[src/rtl/ser_bus_tx.sv]
// ser_bus_tx: bus-mapped asynchronous serial transmitter for the serial-select
// window (~sser_n & ~ba13 & ba12). A one-deep holding register feeds a frame
// shifter: start bit, 8 data bits LSB first, optional even parity, stop bit.
// Optional feature macro: SER_TX_PARITY_EN (adds the parity bit, 11-bit frames).
//
// Register map (ba7_4):
//   0x0 write TXD    : load holding register (dropped with sticky overrun if full)
//   0x1 write CTRL   : bit0 irq_en, bit1 flush (self-clearing)
//   0x2 read  STATUS : {4'b0, irq_en, overrun, busy, hold_full}; clears overrun
//
// Bus handshake: a transfer happens on every rising edge where bus_stb is high
// and the window is selected; there is no back-pressure. Read data appears on
// bd_o with bd_oe high for exactly the one cycle after the access edge.
module ser_bus_tx #(
    parameter int CLK_DIV = 16
) (
    input  logic       clk,
    input  logic       rst,
    input  logic       sser_n,
    input  logic       ba13,
    input  logic       ba12,
    input  logic [3:0] ba7_4,
    input  logic       br_w,
    input  logic       bus_stb,
    input  logic [7:0] bd_i,
    output logic [7:0] bd_o,
    output logic       bd_oe,
    output logic       sdwr,
    output logic       busy,
    output logic       irq
);

    localparam int TW = (CLK_DIV > 2) ? $clog2(CLK_DIV) : 1;
    localparam logic [TW-1:0] T_RELOAD = TW'(CLK_DIV - 1);

`ifdef SER_TX_PARITY_EN
    typedef enum logic [2:0] {
        S_IDLE  = 3'd0,
        S_START = 3'd1,
        S_DATA  = 3'd2,
        S_PAR   = 3'd3,
        S_STOP  = 3'd4
    } state_t;
`else
    typedef enum logic [2:0] {
        S_IDLE  = 3'd0,
        S_START = 3'd1,
        S_DATA  = 3'd2,
        S_STOP  = 3'd4
    } state_t;
`endif

    state_t        state, state_nxt;
    logic [TW-1:0] timer, timer_nxt;
    logic [2:0]    bit_idx, bit_nxt;
    logic [7:0]    shifter, shifter_nxt;
    logic          sdwr_nxt;
    logic          xfer;
    logic [7:0]    hold_reg;
    logic          hold_full, hold_full_nxt;
    logic          overrun;
    logic          irq_en, irq_en_nxt;
    logic          acc, wr_txd, wr_ctrl, rd_stat, flush, ovr_set, hold_load, tick;
`ifdef SER_TX_PARITY_EN
    logic          par_bit;
`endif

    // Bus access decode
    assign acc     = bus_stb & ~sser_n & ~ba13 & ba12;
    assign wr_txd  = acc & ~br_w & (ba7_4 == 4'h0);
    assign wr_ctrl = acc & ~br_w & (ba7_4 == 4'h1);
    assign rd_stat = acc &  br_w & (ba7_4 == 4'h2);
    assign flush   = wr_ctrl & bd_i[1];
    assign tick    = (timer == '0);
    assign busy    = (state != S_IDLE);

    // A byte arriving while the holding register stays occupied is dropped.
    // When the shifter takes the old byte this same edge, the new one fits.
    assign ovr_set       = wr_txd & ~flush & hold_full & ~xfer;
    assign hold_load     = wr_txd & ~flush & ~(hold_full & ~xfer);
    assign hold_full_nxt = ~flush & (wr_txd | (hold_full & ~xfer));
    assign irq_en_nxt    = wr_ctrl ? bd_i[0] : irq_en;

    // FSM state, bit timer, shifter and registered line output
    always_ff @(posedge clk or posedge rst) begin
        if (rst) begin
            state   <= S_IDLE;
            timer   <= '0;
            bit_idx <= 3'd0;
            shifter <= 8'h00;
            sdwr    <= 1'b1;
        end else begin
            state   <= state_nxt;
            timer   <= timer_nxt;
            bit_idx <= bit_nxt;
            shifter <= shifter_nxt;
            sdwr    <= sdwr_nxt;
        end
    end

    // Next-state logic; sdwr_nxt is the line level for the state being entered
    always_comb begin
        state_nxt   = state;
        timer_nxt   = timer;
        bit_nxt     = bit_idx;
        shifter_nxt = shifter;
        sdwr_nxt    = sdwr;
        xfer        = 1'b0;
        if (flush) begin
            state_nxt = S_IDLE;
            timer_nxt = '0;
            bit_nxt   = 3'd0;
            sdwr_nxt  = 1'b1;
        end else begin
            case (state)
                S_IDLE: begin
                    sdwr_nxt = 1'b1;
                    if (hold_full) begin
                        xfer = 1'b1;
                    end
                end
                S_START: begin
                    if (tick) begin
                        state_nxt   = S_DATA;
                        timer_nxt   = T_RELOAD;
                        bit_nxt     = 3'd0;
                        sdwr_nxt    = shifter[0];
                        shifter_nxt = shifter >> 1;
                    end else begin
                        timer_nxt = timer - TW'(1);
                    end
                end
                S_DATA: begin
                    if (tick) begin
                        timer_nxt = T_RELOAD;
                        if (bit_idx == 3'd7) begin
`ifdef SER_TX_PARITY_EN
                            state_nxt = S_PAR;
                            sdwr_nxt  = par_bit;
`else
                            state_nxt = S_STOP;
                            sdwr_nxt  = 1'b1;
`endif
                        end else begin
                            bit_nxt     = bit_idx + 3'd1;
                            sdwr_nxt    = shifter[0];
                            shifter_nxt = shifter >> 1;
                        end
                    end else begin
                        timer_nxt = timer - TW'(1);
                    end
                end
`ifdef SER_TX_PARITY_EN
                S_PAR: begin
                    if (tick) begin
                        state_nxt = S_STOP;
                        timer_nxt = T_RELOAD;
                        sdwr_nxt  = 1'b1;
                    end else begin
                        timer_nxt = timer - TW'(1);
                    end
                end
`endif
                S_STOP: begin
                    if (tick) begin
                        if (hold_full) begin
                            xfer = 1'b1;
                        end else begin
                            state_nxt = S_IDLE;
                            timer_nxt = '0;
                            sdwr_nxt  = 1'b1;
                        end
                    end else begin
                        timer_nxt = timer - TW'(1);
                    end
                end
                default: begin
                    state_nxt = S_IDLE;
                    timer_nxt = '0;
                    sdwr_nxt  = 1'b1;
                end
            endcase
            if (xfer) begin
                state_nxt   = S_START;
                timer_nxt   = T_RELOAD;
                bit_nxt     = 3'd0;
                shifter_nxt = hold_reg;
                sdwr_nxt    = 1'b0;
            end
        end
    end

    // Holding register, sticky overrun, control and interrupt
    always_ff @(posedge clk or posedge rst) begin
        if (rst) begin
            hold_reg  <= 8'h00;
            hold_full <= 1'b0;
            overrun   <= 1'b0;
            irq_en    <= 1'b0;
            irq       <= 1'b0;
        end else begin
            if (hold_load) begin
                hold_reg <= bd_i;
            end
            hold_full <= hold_full_nxt;
            overrun   <= ovr_set | (overrun & ~rd_stat);
            irq_en    <= irq_en_nxt;
            irq       <= irq_en_nxt & ~hold_full_nxt;
        end
    end

`ifdef SER_TX_PARITY_EN
    // Even parity of the byte captured into the shifter
    always_ff @(posedge clk or posedge rst) begin
        if (rst) begin
            par_bit <= 1'b0;
        end else if (xfer) begin
            par_bit <= ^hold_reg;
        end
    end
`endif

    // Read data: one-cycle pulse, zero outside a read
    always_ff @(posedge clk or posedge rst) begin
        if (rst) begin
            bd_o  <= 8'h00;
            bd_oe <= 1'b0;
        end else begin
            bd_oe <= acc & br_w;
            bd_o  <= rd_stat ? {4'b0000, irq_en, overrun, busy, hold_full} : 8'h00;
        end
    end

endmodule

[config.mk]
export PLATFORM = sky130hd
export DESIGN_NAME = ser_bus_tx
export DESIGN_NICKNAME = d
export VERILOG_FILES = /design/src/rtl/ser_bus_tx.sv
export SDC_FILE = /design/constraint.sdc
export NUM_CORES = 1
export LEC_CHECK = 0
export CAP_MARGIN = 20
export CORE_MARGIN = 8
export CORE_UTILIZATION = 35
export DETAILED_ROUTE_END_ITERATION = 12
export PLACE_DENSITY_LB_ADDON = 0.3
export SLEW_MARGIN = 20
export SYNTH_ARGS = -nofsm -noshare
export SYNTH_HDL_FRONTEND = slang
export SYNTH_SLANG_ARGS = --single-unit
[constraint.sdc]
create_clock -name clk -period 2.4 [get_ports clk]
set_clock_uncertainty 0.15 [all_clocks]
set_input_delay 0.24 -clock clk [delete_from_list [all_inputs] [get_ports clk]]
set_output_delay 0.24 -clock clk [all_outputs]
set_load 0.01 [all_outputs]
==> results_dict.tcl, run 1 <==
set metrics [dict create \
    grt_pass1_wl_um 6910 \
    fin_crit_sh_pct 92.0 \
    rows 26 \
    hold_viol 0 \
    cp-start-kind "flip-flop" \
    clkLatencyLatePin_ps 290 \
    cts.repair.resized 0 \
    drtIter0Drc 96 \
    dp_slack_ps 98.7 \
    synth_edf_count 0 \
    routed-wl-met2_um 1800 \
    required_ps 2010 \
    cts_root_buffer "clkbuf_8" \
    areaGrowthSynthToFinish_pct 28.3 \
    crit_arrival_ps 1820 \
    coreArea_um2 5010 \
    syn_area_um2 1770 \
    cts_hold_buf 0 \
    syn_area_per_cell_um2 10.8 \
    cts_setup_buffers 0 \
    ir_drop_uv 497 \
    ys_ff_latch 36 \
    synth_cells 165 \
    cap_violations 0 \
    wl_met3_um 135 \
    setup_ws_ps 192 \
    yosys_warnings 0 \
    ys.flop_type "dfrtp_1" \
    tns_ps 0 \
    synth_cell_types 45 \
    p_leak_nw 0.981 \
    synth_seq_area_share_pct 50.8 \
    die_w_um 87.2 \
    grt_max_degree 37 \
    dieArea_um2 7600 \
    async_flop_share_pct 100 \
    firstDrtPassIters 4 \
    antenna_found_initial 0 \
    ant_nets 0 \
    die_h_um 87.2 \
    drc 0 \
    ctsHtreeMaxLevel 2 \
    globalRouteOverflowTotal 0 \
    wl_per_cell_um 14.3 \
    yosys-top-cells-area "dfrtp_1, mux2_1, a22oi_1, o2bb2ai_1, a21oi_1" \
    grtUsageTotal_pct 11.5 \
    yosysTopAreaCell "dfrtp_1" \
    cts_sinks 36 \
    status "complete, no violations" \
    max_stage_delay_ps 520 \
    rsz0062_at_grt "false" \
    power_density_nw_per_um2 931 \
    crit_slowest_cell "dfrtp_1" \
    antenna_cells 0 \
    crit_type "reg2out" \
    crit_chain "nor3_1 -> inv_1 -> clkdlybuf4s50_1" \
    finalWirelength_um 3890 \
    period_needed_ps 2210 \
    cts_tree "done" \
    max_freq_mhz 453 \
    vias_per_cell 5.16 \
    setup_viol 0 \
    gp_congestion 0.777 \
    clockBufferDepth 2 \
    cts.clk_slew.worst_paths_ps 70 \
    numPortBuffers 26 \
    nets 221 \
    cp-end-kind "output port" \
    routed-via-count 1399 \
    synthDominantCellAreaShare_pct 49.4 \
    numCtsBuffers 5 \
    drv_slew 0 \
    drive_gt1_share_pct 12.4 \
    cp_max_fo 14 \
    first_global_vias 1403 \
    highest_layer "met4" \
    dpl.hpwl_um 2840 \
    hold_path.class "in2async" \
    ios 31 \
    drt-met1-wl_um 1930 \
    initial_core_util_pct 35.4 \
]
-- placed cells by master, fill, tap and decap left out, drive strengths merged, types with 3 or more instances in the layout --
master / count
nor2: 7
clkbuf: 7
nand2: 9
nor3: 4
mux2: 8
dfrtp: 35
clkdlybuf4s50: 26
nor3b: 3
nand3: 7
o21ai: 9
o2bb2ai: 7
and2: 5
inv: 5
buf: 11
a21oi: 10
conb: 4
a22oi: 9
-- per-stage QoR --
| step | util [%] | area, um^2 | total power [mW] | hold slack (ps) | cells |
|---|---|---|---|---|---|
| finish | 45.4 | 2280 | 2.12 | 203 | 271 |
| global route | 45.4 | 2280 | 2.28 | 252 | 271 |
| CTS | 45.4 | 2280 | 2.14 | 218 | 271 |
| detailed placement | 42.9 | 2150 | 1.55 | 325 | 263 |
| global placement | 42.9 | 2150 | 1.55 | 324 | 263 |
| floorplan | - | 1790 | 1.33 | 222 | 168 |
-- area by class of cell --
type,instances,area [um^2]
Inverter,5,18.8
Timing Repair Buffer,37,343
Multi-Input combinational cell,115,798
Clock inverter,1,30.0
Tap cell,70,87.6
Sequential cell,36,902
Fill cell,500,2730
Clock buffer,7,96.3
-- layer usage --
layer / vias up / GRT usage [%]
met5: - / 0
met3: 4 / 4.25
li1: 686 / -
met4: 0 / 2.81
met2: 21 / 17.2
met1: 688 / 15.3
-- power breakdown --
part           total (mW)  internal, mW  switching, mW
sequential          0.907         0.741          0.166
combinational       0.630         0.318          0.311
clock               0.582         0.366          0.216
total                2.12          1.43          0.693
-- cell families after synthesis --
logic type,synth area share [%]
and+or+nand+nor,16.0
adders and majority gates,1.97
other,0.211
buffers and inverters,4.80
muxes,5.08
DFF,50.8
AOI/OAI and AO/OA,21.1
-- synthesized netlist by cell type (2+ instances only) --
library cell / instances
mux2_1: 8
nand3b_1: 2
inv_1: 5
and3_1: 2
nor3b_1: 3
nor3_1: 3
buf_4: 4
dfrtp_1: 35
buf_2: 5
ha_1: 2
a21o_1: 2
nand2_1: 9
nor4b_1: 2
or4_1: 2
o21ai_0: 7
a21oi_1: 10
nand3_1: 7
nor4bb_1: 2
clkbuf_1: 3
a22oi_1: 9
o211ai_1: 2
a31oi_1: 2
and2_1: 5
o2bb2ai_1: 7
nor2_1: 7
-- final timing paths --
| path | startpoint | to | slack (ps) | cells after the start |
|---|---|---|---|---|
| max | state[0] | busy | 190 | 3 |
| min | rst | bd_o[2] | 200 | 3 |
| max reg2reg | bit_idx[0] | shifter[7] | 300 | 7 |
| min reg2reg | shifter[3] | shifter[3] | 340 | 1 |
| max in group asynchronous | rst | sdwr | 1550 | 3 |
| min in group clk | shifter[3] | shifter[3] | 340 | 1 |
-- critical path, delay by kind of cell (launching register included) --
| family | cells | cell delay [ps] |
|---|---|---|
| buffers and inverters | 2 | 630 |
| and+or+nand+nor | 1 | 370 |
| DFF | 1 | 520 |
No activity file was read; power rests on OpenSTA's default activity.
==> run 2: changes to the inputs <==
SKIP_LAST_GASP = 1   (was default)
==> results of run 2 <==
The final DEF is identical to that of run 1; final timing and power are the same.
==> run 3: changes to the inputs <==
CORE_MARGIN = 5   (was 8)
PLACE_DENSITY = 0.53   (was default)
PLACE_DENSITY_LB_ADDON = default   (was 0.3)
==> run 3 against run 2 <==
Net effect: die area is 13% lower; combinational power is 4.0% higher; maximum frequency is 0.51% lower; final area is 0.99% lower; count of clock-buffer cells in the layout stayed put; sequential power hardly changed; cell count stayed put; critical endpoint unchanged.
==> results_dict.tcl, run 3 (synthesized netlist as in run 1, its figures left out) <==
set metrics [dict create \
    status "complete, no violations" \
    crit_arrival_ps 1830 \
    hold_viol 0 \
    gp_congestion 0.750 \
    cts_root_buffer "clkbuf_8" \
    grt_max_degree 37 \
    cap_violations 0 \
    finalWirelength_um 4170 \
    ant_nets 0 \
    crit_chain "nor3_1 -> inv_1 -> clkdlybuf4s50_1" \
    globalRouteOverflowTotal 0 \
    cp-start-kind "flip-flop" \
    cts.repair.resized 0 \
    layout_commonest_cell "dfrtp_1" \
    cts_sinks 36 \
    cts_setup_buffers 0 \
    ios 31 \
    worstRegToRegCells 7 \
    cts_hold_buf 0 \
    grtUsageTotal_pct 14.4 \
    final_cell_mix "dfrtp_1, clkdlybuf4s50_1, buf_4, a21oi_1" \
    first_global_vias 1432 \
    grt_pass1_wl_um 7170 \
    dieArea_um2 6590 \
    r2r-end "shifter[7]" \
    coreArea_um2 5010 \
    areaGrowthSynthToFinish_pct 27.0 \
    dpl.hpwl_um 3090 \
    worst_slew_pin_slew_ps 527 \
    wl_per_cell_um 15.4 \
    setup_viol 0 \
    crit_type "reg2out" \
    max_stage_delay_ps 520 \
    power.total_mw 2.02 \
    antenna_cells 0 \
    cts_tree "done" \
    numCtsBuffers 5 \
    die_w_um 81.2 \
    r2r_slack_ps 290 \
    rsz0062_at_grt "false" \
    cts.clk_slew.worst_paths_ps 70 \
    hold_path.class "in2async" \
    ir_drop_uv 322 \
    ctsHtreeMaxLevel 2 \
    reg2reg_from "bit_idx[0]" \
    stdcell_count 271 \
    period_needed_ps 2220 \
    cp-end-kind "output port" \
    rows 26 \
    clkLatencyLatePin_ps 280 \
    fin_crit_sh_pct 92.5 \
    setup_ws_ps 181 \
    antenna_found_initial 0 \
    initial_core_util_pct 35.4 \
    vias_per_cell 5.17 \
    required_ps 2010 \
    die_h_um 81.2 \
    nets 222 \
    dp_cells 264 \
    tns_ps 0 \
    dp_slack_ps 119 \
    max_freq_mhz 451 \
    cp_max_fo 14 \
    drtIter0Drc 82 \
    drc 0 \
    numPortBuffers 26 \
    slew_headroom_pct 64.8 \
    drv_slew 0 \
    routed-via-count 1401 \
    drive_gt1_share_pct 12.4 \
    power_density_nw_per_um2 895 \
    clockBufferDepth 2 \
    crit_slowest_cell "dfrtp_1" \
    firstDrtPassIters 4 \
    p_leak_nw 0.972 \
]
## run 3: area by class of cell
class,count,area [um^2]
clock buffer,7,96.3
fill,466,2760
inverter,5,18.8
multi-input combinational,115,798
sequential,36,902
tap,70,87.6
timing repair buffer,38,350
## run 3: how the worst max path moves through the flow
stage,from,endpoint,slack (ps),cells after the start
2_1_floorplan,bit_idx[0],shifter[7],440,6
3_3_place_gp,br_w,hold_reg[5],150,5
3_5_place_dp,br_w,hold_reg[0],120,5
4_1_cts,state[0],busy,180,3
5_1_grt,state[0],busy,50,3
6_report,state[0],busy,180,3
## run 3: critical path: cells and delay by family (launching register included)
kind	cells	cell delay (ps)
AND/OR/NAND/NOR	1	380
buffers and inverters	2	640
flip-flops	1	520
## run 3: metrics by stage
step           util (%)  hold slack (ps)  instance area, um^2
2_1_floorplan         -              222                 1790
3_3_place_gp       43.1              324                 2160
3_5_place_dp       43.1              324                 2160
4_1_cts            45.0              223                 2250
5_1_grt            45.0              279                 2250
6_report           45.0              212                 2250
## run 3: power by group
group          switching (mW)  total (mW)  internal [mW]
clock network           0.198       0.454          0.255
logic                   0.327       0.655          0.328
registers               0.168       0.909          0.741
## run 3: per-layer routing
layer / routed length (um) / track usage [%]
met5: 0 / 0
met4: 57 / 4.90
met3: 173 / 4.66
met2: 2030 / 22.7
met1: 1910 / 18.5
